<file path="config.mk">
export PLATFORM = sky130hd
export DESIGN_NAME = shift_rows_stream
export DESIGN_NICKNAME = d
export VERILOG_FILES = /design/src/rtl/shift_rows_stream.sv
export SDC_FILE = /design/constraint.sdc
export NUM_CORES = 1
export LEC_CHECK = 0
export BUFFER_PORTS_ARGS = -buffer_cell sky130_fd_sc_hd__clkbuf_2
export CORE_AREA = 2 2 178 223
export DETAILED_ROUTE_END_ITERATION = 10
export DIE_AREA = 0 0 180 225
export HOLD_SLACK_MARGIN = 0.02
export PLACE_DENSITY = 0.51
export SLEW_MARGIN = 20
export SYNTH_ARGS = -nofsm -noshare
export SYNTH_HDL_FRONTEND = slang
export SYNTH_SLANG_ARGS = --single-unit
</file>
<file path="constraint.sdc">
create_clock -name clk -period 6.85 [get_ports clk]
set_input_delay 0 -clock clk [delete_from_list [all_inputs] [get_ports clk]]
set_output_delay 0 -clock clk [all_outputs]
set_load 0.01 [all_outputs]
</file>
<file path="src/rtl/shift_rows_stream.sv">
// rtl/shift_rows_stream.sv - byte-serial AES ShiftRows/InvShiftRows/bypass unit
// Two 16-lane banks ping-pong so one block is written while the other is read out.
module shift_rows_stream #(
    parameter int DW    = 8,
    parameter int NBYTE = 16
) (
    input  logic          clk,
    input  logic          rst,
    input  logic          in_valid,
    output logic          in_ready,
    input  logic [DW-1:0] in_data,
    input  logic [1:0]    in_mode,
    output logic          out_valid,
    input  logic          out_ready,
    output logic [DW-1:0] out_data,
    output logic          out_last,
    output logic [1:0]    out_mode
);

    localparam logic [3:0] LAST_IDX = 4'(NBYTE - 1);

    logic [DW-1:0] bank_q [2][NBYTE];
    logic [1:0]    mode_q [2];
    logic [1:0]    full_q, full_d;
    logic          wr_bank_q, wr_bank_d;
    logic          rd_bank_q, rd_bank_d;
    logic [3:0]    wr_idx_q, wr_idx_d;
    logic [3:0]    rd_idx_q, rd_idx_d;
    logic          wr_fire, rd_fire;
    logic [3:0]    rd_src;

    // Lane k sits at row k[1:0], column k[3:2]; rows rotate by their row number.
    function automatic logic [3:0] src_idx(input logic [3:0] k, input logic [1:0] m);
        logic [1:0] r;
        logic [1:0] c;
        r = k[1:0];
        c = k[3:2];
        if (m[1]) begin
            src_idx = k;
        end else if (m[0]) begin
            src_idx = {c - r, r};
        end else begin
            src_idx = {c + r, r};
        end
    endfunction

    always_comb begin
        in_ready  = !full_q[wr_bank_q];
        out_valid = full_q[rd_bank_q];
        wr_fire   = in_valid && in_ready;
        rd_fire   = out_valid && out_ready;
        rd_src    = src_idx(rd_idx_q, mode_q[rd_bank_q]);
        out_data  = bank_q[rd_bank_q][rd_src];
        out_last  = out_valid && (rd_idx_q == LAST_IDX);
        out_mode  = mode_q[rd_bank_q];

        full_d    = full_q;
        wr_bank_d = wr_bank_q;
        wr_idx_d  = wr_idx_q;
        rd_bank_d = rd_bank_q;
        rd_idx_d  = rd_idx_q;

        if (wr_fire) begin
            wr_idx_d = wr_idx_q + 4'd1;
            if (wr_idx_q == LAST_IDX) begin
                wr_idx_d          = 4'd0;
                full_d[wr_bank_q] = 1'b1;
                wr_bank_d         = !wr_bank_q;
            end
        end
        // Set and clear never hit the same bank: writes need the bank empty, reads need it full.
        if (rd_fire) begin
            rd_idx_d = rd_idx_q + 4'd1;
            if (rd_idx_q == LAST_IDX) begin
                rd_idx_d          = 4'd0;
                full_d[rd_bank_q] = 1'b0;
                rd_bank_d         = !rd_bank_q;
            end
        end
    end

    always_ff @(posedge clk) begin
        if (rst) begin
            full_q    <= '0;
            wr_bank_q <= 1'b0;
            wr_idx_q  <= '0;
            rd_bank_q <= 1'b0;
            rd_idx_q  <= '0;
        end else begin
            full_q    <= full_d;
            wr_bank_q <= wr_bank_d;
            wr_idx_q  <= wr_idx_d;
            rd_bank_q <= rd_bank_d;
            rd_idx_q  <= rd_idx_d;
        end
    end

    always_ff @(posedge clk) begin
        if (rst) begin
            for (int b = 0; b < 2; b++) begin
                mode_q[b] <= 2'b00;
                for (int i = 0; i < NBYTE; i++) begin
                    bank_q[b][i] <= '0;
                end
            end
        end else if (wr_fire) begin
            bank_q[wr_bank_q][wr_idx_q] <= in_data;
            if (wr_idx_q == 4'd0) begin
                mode_q[wr_bank_q] <= in_mode;
            end
        end
    end

endmodule

</file>
* Word level (Yosys, flattened, before mapping) *
Memory sizes are Yosys's and may differ from the RTL's. A register that Yosys moved wholly into a read port is not among the register bits.
Index checks and enable logic that the tools add are counted.

storage, ports and cells
  RAM bits = 260
  word-level logic and storage cells = 79
  register bits = 12
  memories = 2
  input bits = 14
  output and inout bits = 13

memories
  name    depth  width  rd ports  clocked after memory_dff  wr ports  RTL line  text
  bank_q  2      128    1         1                         2         22        logic [DW-1:0] bank_q [2][NBYTE];
  mode_q  2      2      1         1                         2         23        logic [1:0] mode_q [2];

cells by class
  reductions and logical operators = 14
  muxes and demuxes = 40
  equal/unequal tests = 2
  $add $sub $neg = 4
  bitwise logic cells = 5
  magnitude comparators = 7

operators with widths
  cell                                                                   count
  128-bit two-way mux                                                    3
  128-bit OR reduction                                                   1
  8-bit binary-select mux with 4-bit select                              1
  8-bit demux with 4-bit select                                          1
  8-bit two-way mux                                                      3
  1-bit two-way mux                                                      21
  4-bit two-way mux                                                      4
  5-bit greater-or-equal comparator (second input constant)              2
  2-bit two-way mux                                                      5
  4-bit inverter with 5-bit output                                       2
  4-bit by 1-bit adder with 4-bit output (second input constant)         2
  4-bit equality test (second input constant)                            2
  1-bit logical AND                                                      6
  5-bit by 1-bit < comparator with 1-bit output (second input constant)  1
  4-bit zero test                                                        1
  1-bit by 2-bit < comparator with 1-bit output (second input constant)  2
  2-bit AND reduction                                                    2
  1-bit zero test                                                        3
  2-bit adder                                                            1
  2-bit AND                                                              1
  1-bit demux with 1-bit select                                          2
  1-bit greater-or-equal comparator (second input constant)              2
  2-bit inverter                                                         1
  2-bit OR                                                               1
  other kinds (2)                                                        2

* Longest topological paths before layout *
Gate-level depths: netlist of run 1.

  depth after elaboration = 10
  gate-level depth with buffers = 8

* Worst setup path before layout of run 1 *
Ideal clock, no wire load.

  kind = register to register
  from = reg wr_idx_q[2]
  to = mem bank_q[1][0] (netlist name), data pin
  arrival = 2,121 ps
  library setup time = 328 ps
  stages on the path, launching flop included = 6
  setup slack = 4,401 ps
  cells stage by stage = dfxtp_1 -> clkbuf_1 -> nor3b_1 -> a21oi_1 -> o221a_2 -> nor3b_1

RTL lines
  element                   RTL line  text
  start: declaration        27        logic [3:0] wr_idx_q, wr_idx_d;
  start signal: assignment  92        wr_idx_q <= wr_idx_d;
  end: declaration          22

==> results of run 1 <==
-- report_power, final --
part           switching, W  internal [W]
combinational      0.000138     0.0000737
clock              0.000617      0.000952
sequential        0.0000249       0.00192
-- sequential cells by signal, summed over array words and instances (netlist names), named ones only --
name       flops
mode_q         4
wr_idx_q       4
full_q         2
rd_idx_q       4
wr_bank_q      1
bank_q       256
rd_bank_q      1
-- logic make-up (layout without fill, tap and decap cells) --
family	Yosys count	count (layout)	share of synthesized area
simple gates	223	223	0.0850
flops	273	273	0.687
fa+ha+maj	6	6	0.00639
compound gates	52	52	0.0315
buf+inv	54	105	0.0202
xor+xnor	5	5	0.00373
mux	93	93	0.166
-- layout by cell type (no fill, tap or decap), drive strengths merged, types with 5 or more instances in the layout --
| master | n |
|---|---|
| edfxtp | 260 |
| nor2 | 130 |
| mux4 | 80 |
| clkbuf | 59 |
| o21bai | 29 |
| nand2 | 22 |
| and2 | 22 |
| nand3 | 18 |
| dlygate4sd3 | 13 |
| dfxtp | 13 |
| clkinv | 12 |
| a21oi | 11 |
| nor3b | 10 |
| mux2 | 9 |
| buf | 9 |
| inv | 7 |
| nor3 | 7 |
| ha | 6 |
| bufinv | 5 |
| o21ai | 5 |
-- worst max-delay path, stage by stage (launching register included) --
cell,delay [ns]
dfxtp_1,1.00
mux2i_1,0.40
and2_1,0.86
a21oi_1,0.14
o221a_2,0.47
nor3b_2,0.73
buf_4,0.32
-- cell type report --
type                            instances  area, sq um
Tap cell                              492          616
Clock buffer                           33          741
Fill cell                            3540        24600
Inverter                                7         26.3
Multi-Input combinational cell        379         3510
Sequential cell                       273         8080
Clock inverter                         17          200
Timing Repair Buffer                   48          340
-- how the worst max path moves through the flow --
stage	endpoint	slack, ns
6_report	bank_q[1][44]	2.76
2_1_floorplan	bank_q[1][0]	4.40
3_3_place_gp	bank_q[1][86]	2.72
5_1_grt	bank_q[1][44]	2.46
3_5_place_dp	bank_q[1][23]	2.71
4_1_cts	bank_q[1][47]	2.70
-- stage by stage --
| step | utilization | hold slack [ns] | cell area [sq um] |
|---|---|---|---|
| finish | 0.354 | 0.300 | 13500 |
| global route | 0.354 | 0.295 | 13500 |
| CTS | 0.353 | 0.279 | 13500 |
| detailed placement | 0.325 | 0.303 | 12400 |
| global placement | 0.325 | 0.297 | 12400 |
| floorplan | - | 0.198 | 11700 |
-- per-layer routing --
layer,up-vias,GRT usage,share of wire
met5,-,0,0
met4,0,0.0362,0.018
met3,35,0.0194,0.049
met2,191,0.236,0.48
met1,3274,0.201,0.45
li1,2785,-,-
-- repair_timing --
action / in CTS / in global routing
endpoints found under the hold margin: 28 / 0
endpoints found under the setup margin: 0 / 0
hold buffers: 13 / 0
==> results.md, run 1 <==
- The flow ran to the end, and the final reports show no timing, DRC or antenna violations.
- From synthesis to final layout, the design area changed by 15.0%.
- The post-cts sizing count is 0.
- Summed over all cells, the static leakage comes to between 4 and 5 nW.
- The total power consumption of the routed design is 0.00372 W.
- The clock tree root buffer cell is clkbuf_16.
- The post-placement setup slack is 2.71 ns.
- Dividing the detail-routed wire length by the instance count gives 23.2 um.
- The leading register cell type out of synthesis is edfxtp_1.
- The antenna diode count is 0.
- The fraction of final layout cells with drive strength greater than 1 is 0.238.
- The element type at the critical path start is a flop.
- The die extent in y is 225 um.
- The data arrival at the endpoint of the critical path is between 4 and 5 ns.
- The share of synthesized registers carrying an async set or reset is 0.
- The depth of the worst hold-timing path is 3.
- The worst pin sits at a relative slew slack of 0.285.
- For this run, design rule violations remaining after detail routing come to 0.
- The clock reaches the later pin of the worst-skew pair after roughly 0.54 ns.
- Buffers added to address setup during post-CTS repair amount to 0.
- The detailed-placement wirelength estimate is 19200 um.
- The hold-critical path endpoint is mode_q[1][0].
- Yosys instantiated no cell more often than edfxtp_1.
- Static timing analysis puts the maximum clock frequency at 0.244 GHz.
- The mean area per synthesized cell is 16.6 sq um.
- The worst flop-to-flop path startpoint is wr_bank_q.
- Global routing finished with a remaining overflow of 0.
- The number of search-and-repair iterations in the first detailed-routing pass is 5.
- The initial antenna violation count came to 0.
- In this run, the number of DRC markers left after iteration 0 of detailed routing was between 500 and 600.
- The worst flop-to-flop path endpoint is bank_q[1][44].
- Setup violations remaining at the end of the flow were counted as 0.
- The final weighted congestion in routability-driven placement is roughly 0.77.
- After floorplanning, the core was sized to cover 0.0381 sq mm.
- The total negative slack is 0 ns.
- Counting the buffers created by CTS gives 29.
- The largest fanout of any net on the critical path is 20.
- The slack of the worst reg-to-reg path is approximately 2.8 ns.
- The first global-routing pass estimated approximately 43000 um of wire.
- Setup repair after global routing left no endpoint under its margin.
- The detailed router placed between 6000 and 7000 vias in this run.
- The floorplan die area is just over 0.04 sq mm.
- The number of distinct library cells after synthesis is 36.
- The minimum clock period is a little over 4 ns.
- For the worst setup path, the data required time is 7.23 ns.
- The number of instances in the synthesized netlist is approximately 700.
- During I/O placement, the number of pins put on the boundary was 27.
- The count of flip-flops with a built-in enable after synthesis is 260.
- The number of placed instances, taps included is around 1200.
- The die span in x is around 180 um.
- Power spread over the standard cell area amounts to about 280 mW/mm^2.
- At the pin with the least slew margin, the transition time is between 1 and 1.5 ns.
- The tool flagged a number of max-cap violations equal to 0.
- Input and output buffers added on the ports amount to 26.
- The synthesized net count is between 700 and 800.
- The count of non-filler cells in the finished layout is roughly 1200.
- The number of global-route vias before repair is 6528.
- The initial utilization of the core area, before any placement, comes to 0.308.
- The floorplan has 80 rows.
- The post-layout net count is around 760.
- STA classifies the critical path endpoint as a flop.
- The number of flip-flops and latches in the synthesized netlist is 273.
- For this run, the register share of the synthesized area comes to 0.687.
- Ranked by total cell area, the synthesized netlist is headed by edfxtp_1, mux4_2, nor2_1.
- The critical path starts at wr_bank_q.
- In the post-route analysis, the smallest setup slack over all paths is between 2 and 3 ns.
- The start point of the worst hold path is in_mode[0].
- Yosys printed 0 warnings.
- Of the available clock period, the critical path in the final layout requires 0.597.
- The cell type contributing the most total cell area after synthesis is edfxtp_1.
- The remaining antenna violation count is 0.
- The via-per-instance ratio is about 5.
- The clock tree from TritonCTS is built.
- The maximum root-to-sink buffer count is 3.
- After clock tree synthesis, the clock-pin slew on the worst setup and hold paths is 0.06 ns.
- The final max-slew violation count was 0.
- The detailed-route wire length is between 20000 and 30000 um.
- The H-tree depth is 1.
- The number of cell instances on the worst register-to-register path is 6.
- The post-synthesis instance area is between 0.01 and 0.015 sq mm.
- The worst hold path belongs to the class in -> reg.
- For this run, the total global-route usage over all layers was measured as 0.143.
- The commonest cells after synthesis are edfxtp_1, nor2_1, mux4_2, clkbuf_1, o21bai_1.
- The final-report hold violation count is 0.
- The critical path in this run is classified as reg -> reg.
- Entering global routing, the biggest net connects 71 pins.
- The number of clock sinks is 273.
- VDD sags by at most around 0.00017 V.
- The top-area cell type share of the netlist area is 0.665.
- The setup clock skew after layout is roughly 0.0080 ns.
(Power assumes the default switching activity.)
==> inputs of run 2 (changes only) <==
PLACE_DENSITY = 0.52   (was 0.51)
clock period = 3.43 ns   (was 6.85 ns; I/O delays follow)
==> run 2 against run 1 <==
Via count increased by 6.1%. Critical path depth unchanged. Sequential share of layout area decreased by 1.2 points. Combinational power increased by 120%. Worst setup slack got worse by 2.5 ns.
==> results.md, run 2 (synthesis results as in run 1) <==
- The run finished with clean final reports.
- The routed via count is 6667 (+6.1%).
- The final-report hold violation count was 0 (unchanged).
- The detailed-placement wirelength estimate is 21400 um (+12%).
- The maximum root-to-sink buffer count came to 3 (unchanged).
- The fraction of final layout cells with drive strength greater than 1 is 0.282 (+0.0439).
- The worst setup slack after layout was 0.213 ns (-2.54 ns).
- The final max-slew violation count is 0 (unchanged).
- The setup clock skew after layout is 0.00837 ns (+0.000336 ns).
- The register share of total power came to 0.529 (+0.007).
- The antenna diode count is 0 (unchanged).
- The worst voltage drop across the vdd grid came to 0.000328 V (+94%).
- The area inside the core boundary came to 0.0381 sq mm (unchanged).
- The post-layout net count is 804 (+6.1%).
- The number of port buffers is 26 (unchanged).
- The die span in x is 180 um (unchanged).
- The iteration-0 DRC count of the detailed router is 627 (+10%).
- The number of clock sinks is 273 (unchanged).
- The critical path required time is 3.43 ns (-3.80 ns).
- The clock insertion delay at the later pin of the skew report is 0.55 ns (about the same).
- The wire length per cell after detailed routing is 25.3 um (+9.0%).
- The clock transition at the registers of the reported paths came to 0.06 ns (about the same).
- The sequential standard cell area is 0.00808 sq mm (unchanged).
- The cell-internal power is 0.00570 W (+94%).
- In the finished design, the share of the clock period the worst path needs comes to 0.938.
- The post-detailed-route DRC marker count came to 0 (unchanged).
- The total negative slack came to 0 ns (unchanged).
- The power spent charging and discharging nets is 0.00162 W (+110%).
- The number of search-and-repair iterations in the first detailed-routing pass is 5 (unchanged).
- The via-per-instance ratio is 5.14 (+2.1%).
- The area growth from synthesis to layout is 17.4%.
- The switching share of power is 0.221 (+0.0116).
- The final weighted congestion in routability-driven placement is 0.770 (+0.61%).
- The number of placed instances, taps included is 1232 (+4.0%).
- The count of non-filler cells in the finished layout is 1298 (+3.9%).
- The power density over cell area is 531 mW/mm^2 (+93%).
- The I/O pin count is 27 (unchanged).
- The floorplan die area came to 0.0405 sq mm (unchanged).
- The number of endpoints failing setup at the final stage came to 0 (unchanged).
- The pin count of the biggest net entering global routing is 67 (-5.6%).
- The start-to-end type of the worst setup path is reg -> out.
- The leakage power is 4.72 nW (+4.0%).
- The combinational cell fraction of total power came to 0.064 (+0.007).
- The number of flip-flops in the largest register is 256 (unchanged).
- The number of global-route vias before repair was 6912 (+5.9%).
- The worst relative slew slack is 0.333 (+0.0479).
- The first-pass GRT wire length came to 47600 um (+11%).
- The maximum clock frequency is roughly 0.31 GHz.
- The min-delay analysis places its worst path in the category in -> reg.
- The detailed-route wire length is 32900 um (+13%).
- The remaining antenna violation count is 0 (unchanged).
- The count of max-cap constraint violations is 0 (unchanged).
- Setup repair after global routing left no endpoint under its margin.
- In the layout the commonest cells are edfxtp_1, nor2_1, mux4_2.
- The smallest hold slack is 0.300 ns (-0.000256 ns).
- The largest fanout of any net on the critical path is 9 (-55%).
- The most common library cell in the layout ignoring fill and taps is edfxtp_1.
- The buffers inserted during post-CTS setup optimization came to 0 (unchanged).
- The root buffer cell chosen for the clock tree is clkbuf_16.
- The clock tree from TritonCTS is built.
- The data arrival at the endpoint of the critical path is 3.22 ns (-1.25 ns).
- The relative contribution of the clock network to total power was 0.407 (-0.015).
- The register ranked first by flip-flop count is bank_q.
- The element type at the critical path start is a flop.
- After layout, the minimum clock period comes to about 3.2 ns.
- The multi-input logic area is 0.00347 sq mm (-0.89%).
- The initial antenna violation count was 0 (unchanged).
- The die extent in y is 225 um (unchanged).
- The post-placement setup slack was 0.740 ns (-1.97 ns).
- The transition time of the tightest slew-check pin is 1.00 ns (-0.0718 ns).
- The total of fill cells in the finished design is 3572 (+0.90%).
- The global routing usage summed across all routing layers is 0.162 (+0.0186).
- The H-tree depth is 1 (unchanged).
- The number of clock buffers inserted by TritonCTS is 30 (+3.4%).
- The total congestion overflow after global routing is 0 (unchanged).
- The type of destination of the critical path is a primary output.
- The number of placement rows is 80 (unchanged).
- The initial core utilization is 0.308 (unchanged).
run 2: changes by cell type in the layout (fill, tap and decap cells not counted), sizes merged:
cell / delta
buf: +46
bufinv: -4
clkbuf: +4
clkinv: +3
clkinvlp: +1
dlygate4sd3: -1
run 2: final cells by class:
class	count	share of cell area
Sequential cell	273	0.586
Timing Repair Buffer	93	0.0499
Clock buffer	37	0.0579
Clock inverter	17	0.00735
Inverter	7	0.00191
Tap cell	492	0.0447
Multi-Input combinational cell	379	0.252
run 2: worst paths after layout:
| kind | start | to | slack [ns] | cells past startpoint |
|---|---|---|---|---|
| max | flop | out_data[4] | 0.21 | 6 |
| min | rst | bank_q[0][41] | 0.30 | 2 |
| max reg2reg | wr_idx_q[2] | bank_q[1][12] | 0.84 | 5 |
| min reg2reg | full_q[0] | full_q[0] | 0.48 | 2 |
run 2: per-stage QoR:
step / total power [W] / area (sq um) / util
after floorplan: 0.00416 / 11700 / -
after global placement: 0.00440 / 12800 / 0.335
after detailed placement: 0.00441 / 12800 / 0.335
after CTS: 0.00736 / 13800 / 0.361
after global routing: 0.00751 / 13800 / 0.361
final: 0.00732 / 13800 / 0.361
run 2: per-layer routing:
layer / vias up / routed length [um] / part of all wire / GRT usage
met3: 48 / 1790 / 0.055 / 0.0205
met1: 3515 / 14300 / 0.44 / 0.225
met2: 221 / 15900 / 0.48 / 0.266
met5: - / 0 / 0 / 0
li1: 2883 / - / - / -
met4: 0 / 863 / 0.026 / 0.0469
run 2: critical path: stages, from the launching register on:
cell,delay [ns]
dfxtp_4,0.36
mux2i_2,0.19
o21ai_2,0.78
buf_4,0.34
mux4_2,0.57
mux2_2,0.29
clkbuf_2,0.13
run 2: repair_timing:
action | 4_1_cts | 5_1_grt
resized for setup | 0 | 0
hold buffers | 12 | 0
endpoints found under the hold margin | 29 | 0
run 2: power groups by stage:
stage	clock, W	sequential, W	combinational, W
6_report	0.00298	0.00387	0.000467
5_1_grt	0.00312	0.00389	0.000496
4_1_cts	0.00301	0.00388	0.000473
3_5_place_dp	0	0.00395	0.000461
3_3_place_gp	0	0.00394	0.000458
2_1_floorplan	0	0.00392	0.000243
==> inputs of run 3 (changes only) <==
PLACE_DENSITY = 0.54   (was 0.52)
REMOVE_ABC_BUFFERS = 1   (was default)
==> run 3 against run 2 <==
Critical path depth down 1. Worst hold slack lost 0.11 ns. Flip-flop and latch count stayed put. Non-clock buffer count decreased by 2. Clock power rose by 7.0%. Wire length shrank 7.5%. First-iteration DRC count shrank 29%. Power grew 2.4%. Register-to-register slack improved by 0.06 ns. Core utilization rose by 0.059 points. Combinational power shrank 5.4%. Sequential share of layout area shrank 0.096 points. Largest cell class unchanged.
==> results.md, run 3 (synthesis results as in run 1) <==
- The run finished with clean final reports.
- The setup clock skew after layout was 0.0113 ns (+0.00292 ns).
- The cell sitting at the root of the clock tree is a clkbuf_16.
- The floorplan die area is 0.0405 sq mm (unchanged).
- The I/O pin count is 27 (unchanged).
- The signal on the critical path passes through buf_4 -> mux4_2 -> mux4_2 -> mux2_2 -> clkbuf_2.
- The final period utilization was 0.926 (-0.0115).
- The fraction of final layout cells with drive strength greater than 1 is 0.283 (+0.000862).
- The fraction of met1 tracks used by global routing came to 0.173 (-0.0526).
- The final-report hold violation count came to 0 (unchanged).
- The longest individual stage delay on the worst path is 0.76 ns (-0.02 ns).
- The total congestion overflow after global routing was 0 (unchanged).
- The detailed-route wire length is 30400 um (-7.5%).
- The met3 demand-to-capacity share in global routing is 0.0154 (-0.00517).
- The remaining antenna violation count is 0 (unchanged).
- The area growth from synthesis to layout is 17.6%.
- The total power consumption of the routed design was 0.00749 W (+2.4%).
- The number of global-route vias before repair is 6768 (-2.1%).
- The wire length per cell after detailed routing is 23.5 um (-7.1%).
- The global routing usage summed across all routing layers is 0.152 (-0.00958).
- The transition time of the tightest slew-check pin is 1.05 ns (+0.0486 ns).
- The slack of the worst reg-to-reg path is 0.90 ns (+0.06 ns).
- The die extent in y came to 225 um (unchanged).
- The first-pass GRT wire length is 45100 um (-5.1%).
- The logic depth of the worst setup path including buffers is 5 (-1).
- The minimum clock period is 3.18 ns (-0.0394 ns).
- The global routing stage identified its most utilized layer as met2.
- The data arrival at the endpoint of the critical path was 3.18 ns (-0.04 ns).
- The number of cell instances on the worst register-to-register path is 6 (+1).
- The met2 capacity usage during global routing is 0.301 (+0.0344).
- The maximum root-to-sink buffer count is 3 (unchanged).
- The clock transition at the registers of the reported paths is 0.06 ns (about the same).
- The relative contribution of the clock network to total power is 0.425 (+0.018).
- Leaving out fill and tap cells, the most frequent cell in the layout is edfxtp_1.
- The kind of path behind the tightest hold check is in -> reg.
- The worst relative slew slack is 0.301 (-0.0324).
- The post-detailed-route DRC marker count was 0 (unchanged).
- The count of max-cap constraint violations is 0 (unchanged).
- The area inside the core boundary is 0.0381 sq mm (unchanged).
- The element type at the critical path start is a flop.
- The clock insertion delay at the later pin of the skew report is 0.56 ns (about the same).
- The number of port buffers came to 26 (unchanged).
- The number of clock buffers inserted by TritonCTS is 27 (-10%).
- The via-per-instance ratio is 4.95 (-3.7%).
- The maximum clock frequency is 0.315 GHz (+1.2%).
- The number of flip-flops in the largest register came to 256 (unchanged).
- The critical path required time was 3.43 ns (about the same).
- The top cell types in the final layout, fill and taps aside, are edfxtp_1, nor2_1, mux4_2.
- The post-layout net count was 799 (-0.62%).
- The initial antenna violation count is 2 (+2).
- The H-tree depth is 1 (unchanged).
- The final core utilization was 0.362 (+0.000590).
- The iteration-0 DRC count of the detailed router is 448 (-29%).
- The switching share of power is 0.214 (-0.00755).
- The register share of total power was 0.516 (-0.013).
- The total negative slack came to 0 ns (unchanged).
- TritonCTS built the clock tree.
- The startpoint identified for the worst register-to-register timing path is wr_bank_q.
- The final weighted congestion in routability-driven placement is 0.770 (-0.12%).
- The detailed-placement wirelength estimate is 20200 um (-5.5%).
- The number of endpoints failing setup at the final stage is 0 (unchanged).
- The power spent charging and discharging nets is 0.00160 W (-1.1%).
- In this run the worst setup path begins at rd_idx_q[0].
- The kind of cell with the highest combined delay along the critical path is multiplexers.
- The combinational cell fraction of total power is 0.059 (-0.005).
- The finished layout cell area was 0.0138 sq mm (+0.16%).
- bank_q holds more flip-flops than any other register.
- The worst register-to-register path ends at bank_q[0][93].
- The initial core utilization is 0.308 (unchanged).
- The largest fanout of any net on the critical path is 66 (+57).
- Setup repair after global routing left no endpoint under its margin.
- The antenna diode count is 0 (unchanged).
- The leakage power came to 4.73 nW (+0.17%).
- The number of search-and-repair iterations in the first detailed-routing pass is 4 (-1).
- The capture point of the critical path is out_data[6].
- The worst voltage drop across the vdd grid is 0.000407 V (+24%).
- The cell-internal power is 0.00589 W (+3.4%).
- The cell with the most instances on the worst path is mux4_2.
- The pin count of the biggest net entering global routing is 67 (unchanged).
- The number of buffer and inverter instances along the worst setup path is 2 (unchanged).
- The final max-slew violation count came to 0 (unchanged).
- The routed via count is 6389 (-4.2%).
- The number of clock sinks is 273 (unchanged).
- The post-cts sizing count is 0 (unchanged).
- The number of placement rows is 80 (unchanged).
- The highest-delay cell along the critical path is buf_4.
- The power density over cell area is 543 mW/mm^2 (+2.2%).
- The worst setup path is of the reg -> out kind.
- The worst setup path is captured at a primary output.
- The area of placed instances is 0.0127 sq mm (-0.22%).
- The die span in x was 180 um (unchanged).
run 3: changes by cell type in the layout (fill, tap and decap cells not counted):
cell / change
clkinv_4: +1
buf_12: -1
bufinv_16: +5
clkinv_2: -2
clkbuf_1: -2
clkinv_1: -3
buf_4: -1
inv_16: +1
clkbuf_16: -4
run 3: metrics by stage:
step                      std cells  worst slack (ns)  hold slack [ns]
final                          1292             0.253            0.189
after global routing           1292             0.166            0.247
after detailed placement       1230             0.812            0.322
after global placement         1230             0.817            0.320
after CTS                      1292             0.210            0.185
after floorplan                 659             -1.42           0.0691
run 3: per-layer routing:
layer  vias up  share of wire
met5         -              0
met4         0          0.021
met3        43          0.031
met2       128           0.57
met1      3347           0.38
li1       2871              -
run 3: timing repair:
item | CTS | global route
buffers inserted | 0 | 0
hold buffers | 12 | 0
endpoints found under the hold margin | 31 | 0
run 3: worst min path at each step:
stage | endpoint | slack [ns] | cells after the start | from
2_1_floorplan | rd_idx_q[1] | 0.07 | 1 | rst
3_3_place_gp | mode_q[1][1] | 0.32 | 2 | in_mode[1]
5_1_grt | bank_q[1][100] | 0.25 | 3 | rst
3_5_place_dp | bank_q[0][121] | 0.32 | 2 | in_data[1]
4_1_cts | rd_idx_q[0] | 0.19 | 3 | rst
6_report | rd_idx_q[0] | 0.19 | 3 | rst
run 3: cell type report:
cell class,count,area [sq um]
clock buffer,31,691
clock inverter,19,259
fill,3578,24300
inverter,7,26.3
multi-input combinational,379,3470
sequential,273,8080
tap,492,616
timing repair buffer,91,661
run 3: power by group through the flow:
stage          logic [W]  clock network, W  registers, W
6_report        0.000442           0.00319       0.00387
5_1_grt         0.000474           0.00336       0.00388
4_1_cts         0.000451           0.00324       0.00387
3_5_place_dp    0.000438                 0       0.00394
3_3_place_gp    0.000434                 0       0.00393
2_1_floorplan   0.000230                 0       0.00392
run 3: worst reg2reg max path, stage by stage, from the launching register on:
cell and delay (ns):
dfxtp_1 0.34, mux2i_1 0.31, and2_1 0.30, buf_4 0.24
nand3_1 0.48, o21bai_1 0.32, buf_4 0.24
